--- src/rtl/downcnt8_timer.sv ---
// Programmable down-counting interval timer: loads a period, counts to zero and
// pulses tc on terminal count, in one-shot or periodic auto-reload mode.
module downcnt8_timer #(
  parameter int WIDTH = 8
) (
  input  logic             clk,
  input  logic             rst,
  input  logic             load,
  input  logic [WIDTH-1:0] data,
  input  logic             start,
  input  logic             stop,
  input  logic             mode,
  output logic [WIDTH-1:0] out,
  output logic             busy,
  output logic             tc
);

  typedef enum logic [0:0] {
    IDLE = 1'b0,
    RUN  = 1'b1
  } state_t;

  localparam logic [WIDTH-1:0] ZERO = {WIDTH{1'b0}};
  localparam logic [WIDTH-1:0] ONE  = {{(WIDTH-1){1'b0}}, 1'b1};

  state_t           state_r;
  state_t           state_s;
  logic [WIDTH-1:0] period_r;
  logic [WIDTH-1:0] period_s;
  logic [WIDTH-1:0] out_s;
  logic             tc_s;

  // Next-state and next-output decode, priority load > stop > start > counting.
  always_comb begin
    state_s  = state_r;
    period_s = period_r;
    out_s    = out;
    tc_s     = 1'b0;
    if (load) begin
      period_s = data;
      out_s    = data;
      if (start && (data != ZERO)) begin
        state_s = RUN;
      end else begin
        state_s = state_r;
      end
    end else if (stop) begin
      state_s = IDLE;
    end else if (state_r == IDLE) begin
      if (start && (out != ZERO)) begin
        state_s = RUN;
      end else if (start && (period_r != ZERO)) begin
        // Resuming from a finished count restarts the programmed period.
        out_s   = period_r;
        state_s = RUN;
      end else begin
        state_s = IDLE;
      end
    end else begin
      if (out > ONE) begin
        out_s = out - ONE;
      end else if (out == ONE) begin
        out_s   = ZERO;
        tc_s    = 1'b1;
        state_s = mode ? RUN : IDLE;
      end else if (mode && (period_r != ZERO)) begin
        out_s   = period_r;
        state_s = RUN;
      end else begin
        // Zero count with nothing to reload (one-shot, or period of zero).
        state_s = IDLE;
      end
    end
  end

  // State, period and registered outputs.
  always_ff @(posedge clk) begin
    if (rst) begin
      state_r  <= IDLE;
      period_r <= ZERO;
      out      <= ZERO;
      busy     <= 1'b0;
      tc       <= 1'b0;
    end else begin
      state_r  <= state_s;
      period_r <= period_s;
      out      <= out_s;
      busy     <= (state_s == RUN);
      tc       <= tc_s;
    end
  end

endmodule

--- config.mk ---
export PLATFORM = sky130hd
export DESIGN_NAME = downcnt8_timer
export DESIGN_NICKNAME = d
export VERILOG_FILES = /design/src/rtl/downcnt8_timer.sv
export SDC_FILE = /design/constraint.sdc
export NUM_CORES = 1
export LEC_CHECK = 0
export CAP_MARGIN = 20
export CORE_AREA = 4 4 56 58
export CTS_BUF_LIST = sky130_fd_sc_hd__clkbuf_4 sky130_fd_sc_hd__clkbuf_8 sky130_fd_sc_hd__clkbuf_16
export DETAILED_ROUTE_END_ITERATION = 12
export DIE_AREA = 0 0 60 62
export GPL_TIMING_DRIVEN = 0
export PLACE_DENSITY = 0.69
export SLEW_MARGIN = 20
export SYNTH_ARGS = -nofsm -noshare
export SYNTH_HDL_FRONTEND = slang
export SYNTH_SLANG_ARGS = --single-unit
--- constraint.sdc ---
create_clock -name clk -period 2.15 [get_ports clk]
set_input_delay 0.43 -clock clk [delete_from_list [all_inputs] [get_ports clk]]
set_output_delay 0.43 -clock clk [all_outputs]
set_load 0.01 [all_outputs]
==> results of run 1 <==
==> synthesized netlist by cell type (all sizes together), types with 2 or more instances <==
cell    count  area share
a21oi      11       0.049
a221oi      4       0.037
and2        3       0.017
buf         2       0.010
clkbuf      2      0.0067
dfxtp      18        0.32
ha          3       0.033
inv         7       0.023
mux2i       5       0.044
nand2       9       0.032
nand2b      4       0.022
nand3       2      0.0089
nor2       13       0.058
nor4        5       0.028
o21ai       5       0.022
o311a       3       0.027
o311ai      3       0.023
o31ai       6       0.064
o32ai       3       0.023
or3         2       0.011
or4         4       0.033
==> cells in the final DEF, fill, tap and decap left out, types with 4 or more instances in the layout <==
cell	count
inv_1	6
nor2_1	12
dfxtp_1	17
a21oi_1	11
nand2b_1	4
nand2_1	7
o31ai_1	4
clkdlybuf4s50_1	22
mux2i_1	5
==> layer usage <==
metal	global-route usage	wire length, µm
met4	0.0601	31
met5	0	0
met1	0.228	1430
met3	0.0372	228
met2	0.285	1390
==> stage by stage <==
stage | utilization | setup WS [ns] | TNS [ns] | cell area [µm²] | total power [W]
4_1_cts | 0.531 | 0.0495 | 0 | 1420 | 0.000863
3_5_place_dp | 0.521 | -0.399 | -2.84 | 1390 | 0.000690
3_3_place_gp | 0.521 | -0.415 | -2.87 | 1390 | 0.000687
5_1_grt | 0.541 | -0.00494 | -0.00494 | 1440 | 0.000918
6_report | 0.541 | 0.0406 | 0 | 1440 | 0.000872
2_1_floorplan | - | 0.300 | 0 | 1130 | 0.000581
==> report_power, final <==
part	total [W]	internal, W	switching, W
clock network	0.000172	0.0000652	0.000107
logic	0.000309	0.000138	0.000171
registers	0.000391	0.000358	0.0000330
total	0.000872	0.000561	0.000311
==> critical path, delay by kind of cell, from the launching register on <==
family / cells / cell delay (ns)
compound gates: 3 / 0.79
buf+inv: 1 / 0.20
flops: 1 / 0.38
simple gates: 2 / 0.64
==> layout make-up <==
cell class | count | share of cell area
timing repair buffer | 23 | 0.158
multi-input combinational | 99 | 0.517
inverter | 7 | 0.0182
clock buffer | 3 | 0.0156
buffer | 4 | 0.0130
tap | 31 | 0.0269
sequential | 18 | 0.251
==> registers in the layout, indices dropped and copies added (netlist names) <==
register and flops:
state_r 1, out 8, period_r 8, tc 1
==> worst paths after layout <==
kind | to | cells after the start
setup reg to reg | out[2] | 6
setup / recovery | out[2] | 6
hold / removal | period_r[0] | 2
hold reg to reg | period_r[0] | 2
==> cell families (layout without fill, tap and decap cells) <==
kind of cell,Yosys count,count (layout)
simple gates,47,47
flops,18,18
fa+ha+maj,3,3
mux,5,5
compound gates,43,43
xor+xnor,1,1
buf+inv,11,37
==> timing repair <==
| item | 4_1_cts | 5_1_grt |
|---|---|---|
| resized for setup | 1 | 5 |
| buffers inserted | 0 | 1 |
| setup endpoints to repair | 5 | 8 |
| pin swaps | 0 | 1 |
==> impl_metrics.toml, run 1 <==
[run_status]
status = "finished, final reports clean"

[detailed_routing]
wl_mm = 3.07
drtPass1Iterations = 4
vias = 1157
viasPerCell = 6.25
avgRoutedWirePerCell_um = 16.6
drt-initial-drc-count = 63
drc = 0
drtAntennaViolNets = 0

[synthesis]
ys_warn_count = 0
ys_seq_area_frac = 0.320
synth_edf_count = 0
synth-compound-area-share = 0.316
synthesis.area_um2 = 1130
async_flop_share = 0
avgSynthCellArea_um2 = 8.81
synth_cell_types = 43
synth.mux.area_fraction = 0.0444
ys_ff_latch = 18
synth_flop_cell = "dfxtp_1"
synth_xor_area_frac = 0.00777
synthSimpleGateAreaFrac = 0.239
synth_fa_ha_area_frac = 0.0333
synth_top_family_by_area = "compound AO/OA/AOI/OAI gates"
synth_nets = 145
syn-instance-count = 128

[timing]
setup_viol = 0
max_clock_freq_mhz = 474
min_period_ns = 2.11
fin_skew_ns = 0.00550
holdWs_ns = 0.504
drv_slew = 0
hold_violations = 0
worstMarginPinSlew_ns = 0.522
relSlewSlack = 0.652
period_share = 0.981

[clocking]
path_clk_slew_ns = 0.11
clock_latency_ns = 0.29
htree_levels = 1
cts-root-buf = "clkbuf_4"
cts_tree = "yes"
holdBufCountCts = 0
numCtsBuffers = 3
clock-sinks = 18
cts.path.max_buffers = 2

[floorplan]
core_um2 = 2660
row_count = 19
die_w_um = 60
die_h_um = 62
start_util = 0.423
die_area_um2 = 3720
io_pins = 24

[placement]
portBuffers = 22
dpl.cell_count = 181
dp_hpwl_mm = 2.38
gp_congestion = 0.924

[setup_path]
cp_cell_sequence = "or4_4 > o31ai_4 > buf_4 > nor2_1 > o311ai_1 > o31ai_1"
criticalPathCategory = "reg2reg"
crit_slowest_cell = "or4_4"
arrival_ns = 2.29
worstPathRequired_ns = 2.33
cp-end-kind = "register"
crit_path_max_incr_delay_ns = 0.60
r2r-start = "out[6]"
crit_fanout = 7
start_kind = "register"
crit_start = "out[6]"
r2r_slack_ns = 0.04

[global_route]
antenna_found_initial = 0
overflow = 0
grt_max_degree = 11
grt_pass1_vias = 1070
grt_pass1_wl_mm = 4.91
grt_usage = 0.174

[power_and_ir_drop]
vdd_drop_max_uv = 366
p_leak_nw = 0.533
power_density_nw_per_um2 = 605

[job]
maxCapViolCount = 0

[layout]
area_delta_synth_final_pct = 27.9
diodes = 0
fin_cells = 185
fin_nets = 173
regArea_um2 = 362
num-fill-cells = 257
drive_gt1_frac = 0.143
multi_input_area_um2 = 746

[hold_path]
min_from = "period_r[0]"
min_path_type = "reg2reg"
(Power assumes the default switching activity.)
==> inputs of run 2 (changes only) <==
clock period = 2.6 ns   (was 2.15 ns; I/O delays follow)
==> impl_metrics.toml, run 2 (synthesis results as in run 1) <==
[run_status]
status = "finished, final reports clean"

[detailed_routing]
drt-initial-drc-count = 62
vias = 1159
drtPass1Iterations = 5
viasPerCell = 6.30
drtAntennaViolNets = 0
drc = 0
wl_mm = 3.07
avgRoutedWirePerCell_um = 16.7

[floorplan]
die_area_um2 = 3720
row_count = 19
io_pins = 24
die_h_um = 62
start_util = 0.423
die_w_um = 60
core_um2 = 2660

[layout]
largest_registers = "out x8, period_r x8"
fin_nets = 172
final_cell_mix = "clkdlybuf4s50_1, dfxtp_1, nor2_1"
post-route-cell-area_um2 = 1410
final_common_cell = "clkdlybuf4s50_1"
area_delta_synth_final_pct = 25.0
diodes = 0
drive_gt1_frac = 0.0980
num-fill-cells = 261

[global_route]
overflow = 0
antenna_found_initial = 0
grt_pass1_wl_mm = 4.91
grt_max_degree = 11
grt_pass1_vias = 1071
grt_usage = 0.174

[placement]
place_area_um2 = 1390
gp_congestion = 0.924
dp_hpwl_mm = 2.38
portBuffers = 22

[timing]
min_period_ns = 2.41
period_share = 0.927
setup_viol = 0
hold_violations = 0
drv_slew = 0
worstMarginPinSlew_ns = 0.790
rsz0062_at_grt = "no"
holdWs_ns = 0.502
fin_skew_ns = 0.00164
relSlewSlack = 0.469
max_clock_freq_mhz = 415

[setup_path]
worstRegToRegCells = 5
crit_path_max_incr_delay_ns = 0.63
worstPathRequired_ns = 2.79
cp-end-kind = "register"
crit_fanout = 5
path_depth = 6
crit_slowest_cell = "nor4_1"
crit_family = "simple AND/OR/NAND/NOR gates"
path_buf_inv = 1
cp_cell_sequence = "clkdlybuf4s50_1 > nor2b_1 > nand2_1 > nor4_1 > o21ai_0 > o311a_1"
criticalPathCategory = "in2reg"
start_kind = "input pin"
arrival_ns = 2.60

[clocking]
htree_levels = 1
clock_latency_ns = 0.29
ctsResizeCount = 0
cts.path.max_buffers = 2
path_clk_slew_ns = 0.10
clock-sinks = 18
cts_tree = "yes"
holdBufCountCts = 0
cts-root-buf = "clkbuf_4"
numCtsBuffers = 3
post-cts-setup-buffer-count = 0

[hold_path]
hold_depth = 2
min_path_type = "reg2reg"

[power_and_ir_drop]
p_leak_nw = 0.526
power_density_nw_per_um2 = 507
vdd_drop_max_uv = 320

[job]
maxCapViolCount = 0
==> run 2: cell types whose count changed in the layout (fill, tap and decap cells not counted) <==
cell | previous run | this run
nor4_1 | 3 | 5
nor4_2 | 2 | 0
a221oi_1 | 2 | 3
a221oi_2 | 2 | 1
buf_4 | 2 | 1
dfxtp_1 | 17 | 18
dfxtp_2 | 1 | 0
nand2_1 | 7 | 8
nand2_2 | 2 | 1
nor2b_1 | 0 | 1
nor2b_2 | 1 | 0
==> run 2: worst paths after layout <==
path / startpoint / to / slack [ns]
worst max-delay path: load / out[0] / 0.19
worst min-delay path: period_r[0] / period_r[0] / 0.50
worst max register to register: out[6] / out[0] / 0.39
worst min register to register: period_r[0] / period_r[0] / 0.50
==> run 2: layer usage <==
layer | wire length [µm] | up-vias | global-route usage | share of wire
li1 | - | 549 | - | -
met1 | 1340 | 551 | 0.229 | 0.44
met2 | 1380 | 53 | 0.284 | 0.45
met3 | 303 | 6 | 0.0372 | 0.099
met4 | 44 | 0 | 0.0601 | 0.014
met5 | 0 | - | 0 | 0
==> run 2: stage by stage <==
stage          setup slack [ns]  cells  total power [W]  setup TNS, ns  utilization
2_1_floorplan             0.750    128         0.000481              0            -
3_3_place_gp            -0.0555    181         0.000568         -0.109        0.521
3_5_place_dp            -0.0392    181         0.000571        -0.0660        0.521
4_1_cts                   0.266    184         0.000712              0        0.529
5_1_grt                  0.0753    184         0.000750              0        0.529
6_report                  0.191    184         0.000714              0        0.529
==> run 2: cell type report <==
| cell class | count | area (µm²) | share of cell area |
|---|---|---|---|
| plain buffers | 4 | 18.8 | 0.0133 |
| clock buffers | 3 | 22.5 | 0.0160 |
| inverters | 7 | 26.3 | 0.0187 |
| multi-input cells | 99 | 722 | 0.512 |
| flip-flops and latches | 18 | 360 | 0.256 |
| well taps | 31 | 38.8 | 0.0275 |
| repair buffers | 22 | 220 | 0.156 |
==> run 2: tightest hold or removal path: cells and delay by family (launching register included) <==
| kind | cells | cell delay [ns] |
|---|---|---|
| compound gates | 1 | 0.06 |
| flops | 1 | 0.34 |
| simple gates | 1 | 0.07 |
==> run 2: where the power goes <==
group          internal, W  switching (W)
clock            0.0000540      0.0000906
sequential        0.000296      0.0000265
combinational     0.000110       0.000137
